==> src/rtl/fp_arb_pkg.sv <==
// Shared types and constants for the floating-point unit arbiter.
// The FP_* encodings are common IEEE-754 single operands used by benches.
package fp_arb_pkg;

    localparam int FP_W = 32;

    localparam logic [FP_W-1:0] FP_ONE  = 32'h3F80_0000;
    localparam logic [FP_W-1:0] FP_HALF = 32'h3F00_0000;
    localparam logic [FP_W-1:0] FP_128  = 32'h4300_0000;

    typedef enum logic [1:0] {
        IDLE,
        BUSY,
        RELEASE
    } arb_state_t;

    // Rotation step used for the round-robin pointer.
    function automatic int rr_next(input int idx, input int n);
        return (idx + 1 >= n) ? 0 : idx + 1;
    endfunction

endpackage

==> src/rtl/fp_unit_arbiter_rr_pick.sv <==
// Combinational round-robin picker: lowest requester at or above ptr wins,
// wrapping around via a doubled request vector.
module rr_pick #(
    parameter int N_REQ = 4,
    parameter int IDX_W = $clog2(N_REQ)
) (
    input  logic [N_REQ-1:0] req,
    input  logic [IDX_W-1:0] ptr,
    output logic [N_REQ-1:0] win,
    output logic [IDX_W-1:0] win_idx
);

    logic [2*N_REQ-1:0] doubled;
    logic [2*N_REQ-1:0] masked;

    // The upper copy is never masked, so any request is found after wrap-around.
    always_comb begin
        doubled = {req, req};
        masked  = doubled & ({(2*N_REQ){1'b1}} << ptr);
        win_idx = '0;
        win     = '0;
        for (int j = 2*N_REQ-1; j >= 0; j--) begin
            if (masked[j]) begin
                win_idx = IDX_W'(j % N_REQ);
            end
        end
        if (|req) begin
            win[win_idx] = 1'b1;
        end
    end

endmodule

==> src/rtl/fp_unit_arbiter.sv <==
// Round-robin sharing of one enable/done floating-point unit among N_REQ
// requesters, with operand latching at grant and a BUSY watchdog.
module fp_unit_arbiter
    import fp_arb_pkg::*;
#(
    parameter int N_REQ   = 4,
    parameter int DATA_W  = FP_W,
    parameter int TIMEOUT = 64
) (
    input  logic                    clk,
    input  logic                    reset,
    input  logic [N_REQ-1:0]        req,
    input  logic [N_REQ*DATA_W-1:0] req_dataa,
    input  logic [N_REQ*DATA_W-1:0] req_datab,
    output logic [N_REQ-1:0]        gnt,
    output logic [N_REQ-1:0]        ack,
    output logic                    err,
    output logic [DATA_W-1:0]       result,
    output logic                    unit_enable,
    output logic [DATA_W-1:0]       unit_dataa,
    output logic [DATA_W-1:0]       unit_datab,
    input  logic [DATA_W-1:0]       unit_result,
    input  logic                    unit_done
);

    localparam int IDX_W = $clog2(N_REQ);
    localparam int WD_W  = $clog2(TIMEOUT);
    localparam logic [WD_W-1:0] WD_LAST = WD_W'(TIMEOUT - 1);

    arb_state_t         state;
    logic [IDX_W-1:0]   ptr;
    logic [IDX_W-1:0]   owner;
    logic [WD_W-1:0]    wdog;
    logic [N_REQ-1:0]   win;
    logic [IDX_W-1:0]   win_idx;
    logic [DATA_W-1:0]  sel_a;
    logic [DATA_W-1:0]  sel_b;

    rr_pick #(
        .N_REQ (N_REQ),
        .IDX_W (IDX_W)
    ) u_pick (
        .req     (req),
        .ptr     (ptr),
        .win     (win),
        .win_idx (win_idx)
    );

    always_comb begin
        sel_a = '0;
        sel_b = '0;
        for (int i = 0; i < N_REQ; i++) begin
            if (win_idx == IDX_W'(i)) begin
                sel_a = req_dataa[i*DATA_W +: DATA_W];
                sel_b = req_datab[i*DATA_W +: DATA_W];
            end
        end
    end

    // RELEASE waits out a lingering done so it cannot complete the next owner.
    always_ff @(posedge clk or posedge reset) begin
        if (reset) begin
            state       <= IDLE;
            gnt         <= '0;
            ack         <= '0;
            err         <= 1'b0;
            result      <= '0;
            unit_enable <= 1'b0;
            unit_dataa  <= '0;
            unit_datab  <= '0;
            ptr         <= '0;
            owner       <= '0;
            wdog        <= '0;
        end else begin
            ack <= '0;
            err <= 1'b0;
            case (state)
                IDLE: begin
                    if (|req) begin
                        unit_dataa  <= sel_a;
                        unit_datab  <= sel_b;
                        gnt         <= win;
                        owner       <= win_idx;
                        unit_enable <= 1'b1;
                        wdog        <= '0;
                        state       <= BUSY;
                    end
                end
                BUSY: begin
                    if (unit_done || wdog == WD_LAST) begin
                        if (unit_done) begin
                            result <= unit_result;
                        end else begin
                            err <= 1'b1;
                        end
                        ack         <= gnt;
                        gnt         <= '0;
                        unit_enable <= 1'b0;
                        ptr         <= IDX_W'(rr_next(int'(owner), N_REQ));
                        state       <= RELEASE;
                    end else begin
                        wdog <= wdog + 1'b1;
                    end
                end
                RELEASE: begin
                    if (!unit_done) begin
                        state <= IDLE;
                    end
                end
                default: state <= IDLE;
            endcase
        end
    end

endmodule

==> config.mk <==
export PLATFORM = sky130hd
export DESIGN_NAME = fp_unit_arbiter
export DESIGN_NICKNAME = d
export VERILOG_FILES = /design/src/rtl/fp_arb_pkg.sv /design/src/rtl/fp_unit_arbiter_rr_pick.sv /design/src/rtl/fp_unit_arbiter.sv
export SDC_FILE = /design/constraint.sdc
export NUM_CORES = 1
export LEC_CHECK = 0
export ABC_AREA = 1
export BUFFER_PORTS_ARGS = -buffer_cell sky130_fd_sc_hd__buf_2
export CAP_MARGIN = 20
export CORE_AREA = 5 5 155 157
export DETAILED_ROUTE_END_ITERATION = 12
export DIE_AREA = 0 0 160 162
export GPL_TIMING_DRIVEN = 0
export PLACE_DENSITY = 0.71
export SLEW_MARGIN = 20
export SYNTH_ARGS = -nofsm -noshare
export SYNTH_HDL_FRONTEND = slang
export SYNTH_SLANG_ARGS = --single-unit
==> constraint.sdc <==
create_clock -name clk -period 7.1 [get_ports clk]
set_input_delay 0.71 -clock clk [delete_from_list [all_inputs] [get_ports clk]]
set_output_delay 0.71 -clock clk [all_outputs]
set_load 0.01 [all_outputs]
==> summary.txt <==
Placed design
  • Half-perimeter wire length after detailed placement: 24900 um
  • GPL Wtd Cong: 0.989
  • Post-placement setup slack: 4.54 ns
  • Count of port buffers added during placement: 400

Logic synthesis
  • Cells taking the most area after synthesis: sky130_fd_sc_hd__dfrtp_1, sky130_fd_sc_hd__nand2_1, sky130_fd_sc_hd__nand3_1
  • Xor/xnor share of the synthesized area: 0.369%
  • Number of flops mapped to enable cells by yosys: 0
  • Top post-synthesis cells by count: sky130_fd_sc_hd__nand2_1, sky130_fd_sc_hd__inv_1, sky130_fd_sc_hd__nor2_1
  • Multiplexer share of the synthesized area: 5.06%
  • Cell area after synthesis: 0.00712 mm^2
  • Post-synthesis cell count: 1015
  • Count of state elements after synthesis: 118
  • Main combinational cell family by area after synthesis: simple AND/OR/NAND/NOR gates
  • Warning count from the yosys run: 0
  • Share of the yosys chip area belonging to registers: 41.5%
  • Total nets after synthesis: around 1300
  • Most used flip-flop cell after synthesis: sky130_fd_sc_hd__dfrtp_1
  • Share of the synthesized area in the top cell type: approximately 41%
  • Synth Area in Compound Gates: under 10%
  • Synth async-reset ratio: 100%
  • Simple-gate portion of the synthesized area: 32.6%
  • Arithmetic-cell share of the synthesized area counting full adders, half adders and majority gates: 0.352%
  • Netlist cell types: 29
  • Cell with the most instances after synthesis: sky130_fd_sc_hd__nand2_1
  • Synth Area per Inst: 7.01 um^2
  • Biggest area consumer among synthesized cells: sky130_fd_sc_hd__dfrtp_1

Cells and area
  • Final-stage net count: 1732
  • Combined flip-flop and latch cell area: approximately 0.0030 mm^2
  • Layout cells sized above 1: 36.2%
  • Footprint of the multi-input gates: between 0.003 and 0.004 mm^2
  • Relative area change from synthesis to final layout: 42.2%
  • Number of fill cells in the layout: 2302

Critical path
  • Classification of the worst setup path: primary input to flip-flop
  • Arrival time reported for the critical path endpoint: 2.41 ns
  • CP Launch Type: primary input
  • Endpoint of the most critical register-to-register path: unit_datab[29]
  • Capture point of the critical path: unit_dataa[0]
  • Worst R2R Path Depth: 12
  • Cell mode on critical path: sky130_fd_sc_hd__nand2_1
  • Maximum fanout encountered on the critical timing path: 10
  • Endpoint type of the worst setup path: flip-flop
  • Reg-to-reg critical path startpoint: ptr[1]
  • Library cell contributing the largest single delay on the critical path: sky130_fd_sc_hd__clkbuf_1
  • Max stage delay on crit path: ~0.45 ns
  • Crit. Startpoint: req[0]
  • Critical path data required time: 7.40 ns
  • Slack of the worst reg-to-reg path: ~5 ns
  • Cell Chain, Critical Path: buf_2 -> nor2_1 -> nand3_1 -> nand2_1 -> buf_2 -> clkbuf_1 -> a21oi_1 -> nand2_1 -> nand2_1

Timing
  • Highest Clock Rate: 474 MHz
  • Worst-case setup margin in the final layout: 4.99 ns
  • Final hold violation count: 0
  • Share of the clock period used by the worst path: approximately 30%
  • Worst setup skew after layout: around 0.013 ns
  • Slew at the pin closest to its max-slew limit: 0.609 ns
  • Unrepaired setup endpoints after global routing: no
  • Min Tclk post-route: 2.11 ns
  • Max-slew violation total from the final report: 0
  • Worst slew slack as a fraction of its limit: between 50% and 60%
  • Final Setup Violations: 0
  • Final setup TNS: 0 ns

GRT
  • Initial antenna violation count: 1
  • Pin count of the biggest net entering global routing: 81
  • Vias in the first global route: a little over 8000
  • Wire length of the first global-routing pass: 46800 um
  • Total global-route track usage: 23.1%
  • Overflow left after global routing: 0

Route
  • Post-route ant nets: 0
  • DRC violation total after the first TritonRoute iteration: 668
  • Router iterations before antenna repair: 5
  • Wirelength per Cell: 17.8 um
  • DRC violations left: 0
  • Routed WL: ~31000 um
  • Detailed-route via count: 8216
  • Detailed-route vias per instance: 4.74

CTS
  • Clock sinks: 118
  • Cell at the root of the clock tree: sky130_fd_sc_hd__clkbuf_16
  • Htree depth: 4
  • Total of cells resized after clock tree synthesis: 0
  • Number of buffers between clock root and the deepest sink: 2
  • Clk Latency, worst-skew pair: 0.42 ns
  • Cts-stage hold buffer count: 0
  • Total CTS buffers: 17
  • Post CTS Setup Buffer Count: 0
  • CTS tree: yes
  • Post-CTS clock slew at the launch and capture registers of the worst setup and hold paths: approximately 0.070 ns

Run
  • Max Cap Violations: 0

Power
  • Leak: a little under 6 nW
  • Share of total power in sequential cells: 26.3%
  • Clock share of power: 20.2%
  • Fraction of power spent switching nets: 46.1%
  • Part of the total power dissipated in combinational logic: 53.4%
  • VDD IR-drop max: ~0.18 mV
  • Pwr/cell area: 439 mW/mm^2
  • NetSw: ~2 mW
  • Internal power component: 2.40 mW

Run status
  • Result of the run: complete, no violations

Floorplan
  • Area inside the core boundary: 0.0224 mm^2
  • Horizontal extent of the die: ~160 um
  • Vertical die dimension: roughly 160 um
  • I/O pin count: approximately 400
  • Die outline area: around 0.026 mm^2
  • Initial cell density of the core: a little under a third
  • Std-Cell Rows: 55

Hold path
  • Hold Path Class: primary input to async pin
[power groups by stage]
stage / sequential, mW / combinational (mW) / clock [mW]
floorplan: 1.30 / 1.33 / 0
global placement: 1.16 / 2.36 / 0
detailed placement: 1.17 / 2.40 / 0
CTS: 1.17 / 2.40 / 0.917
global route: 1.21 / 2.65 / 0.950
finish: 1.17 / 2.37 / 0.900
[state kept, by name, indices dropped and copies added (netlist names)]
register / flops
ack: 4
err: 1
gnt: 4
owner: 2
ptr: 2
result: 32
state: 2
unit_dataa: 32
unit_datab: 32
unit_enable: 1
wdog: 6
[how the worst min path moves through the flow]
stage,to,cells after the start,slack (ns),start
2_1_floorplan,owner[1],2,0.45,owner[1]
4_1_cts,unit_dataa[8],2,0.25,reset
3_3_place_gp,unit_enable,2,0.45,unit_enable
3_5_place_dp,unit_dataa[27],2,0.46,unit_dataa[27]
6_report,unit_dataa[8],2,0.25,reset
5_1_grt,unit_dataa[9],2,0.27,reset
[routing by layer]
layer	GRT usage (%)	up-vias	share of wire (%)
li1	-	4013	-
met1	28.6	3757	40
met2	38.7	390	48
met3	6.22	54	8.4
met4	8.96	2	3.1
met5	0	-	0.023
[cell usage in the layout (no fill, tap or decap), drive strengths merged]
cell type  count
diode          1
ha             2
clkinvlp       3
o31ai          3
o22ai          3
nand3        141
inv          161
nand2        243
bufinv         2
o21bai         1
nor2         144
nor4           1
xor2           3
nand3b        15
o21ai         36
nand4          3
buf          449
clkinv         2
clkbuf        30
dfrtp        118
mux2          32
a21oi         56
[area by class of cell]
type	count	share of cell area, %
flip-flops and latches	118	29.2
inverters	154	5.79
well taps	285	3.52
clock buffers	18	4.34
repair buffers	401	20.1
diodes	1	0.0247
multi-input cells	683	32.2
plain buffers	60	3.24
clock inverters	14	1.64
[worst max-delay path, delay by kind of cell]
kind | cells | cell delay [ns]
simple gates | 5 | 0.63
compound gates | 1 | 0.11
buf+inv | 3 | 0.95
[logic make-up after synthesis]
family,after synthesis
AND/OR/NAND/NOR,547
flip-flops,118
multiplexers,32
AO/OA/AOI/OAI,99
adder cells (fa/ha/maj),2
XOR/XNOR,3
buffers and inverters,214
[metrics by stage]
step                util (%)  instances  cell area [um^2]  hold WS (ns)  power (mW)
floorplan                  -       1015              7120         0.453        2.62
global placement        42.4       1700              9470         0.450        3.52
detailed placement      42.5       1701              9510         0.460        3.57
CTS                     45.2       1733             10100         0.254        4.49
global route            45.2       1733             10100         0.266        4.81
finish                  45.2       1734             10100         0.255        4.44
(Power assumes the default switching activity.)
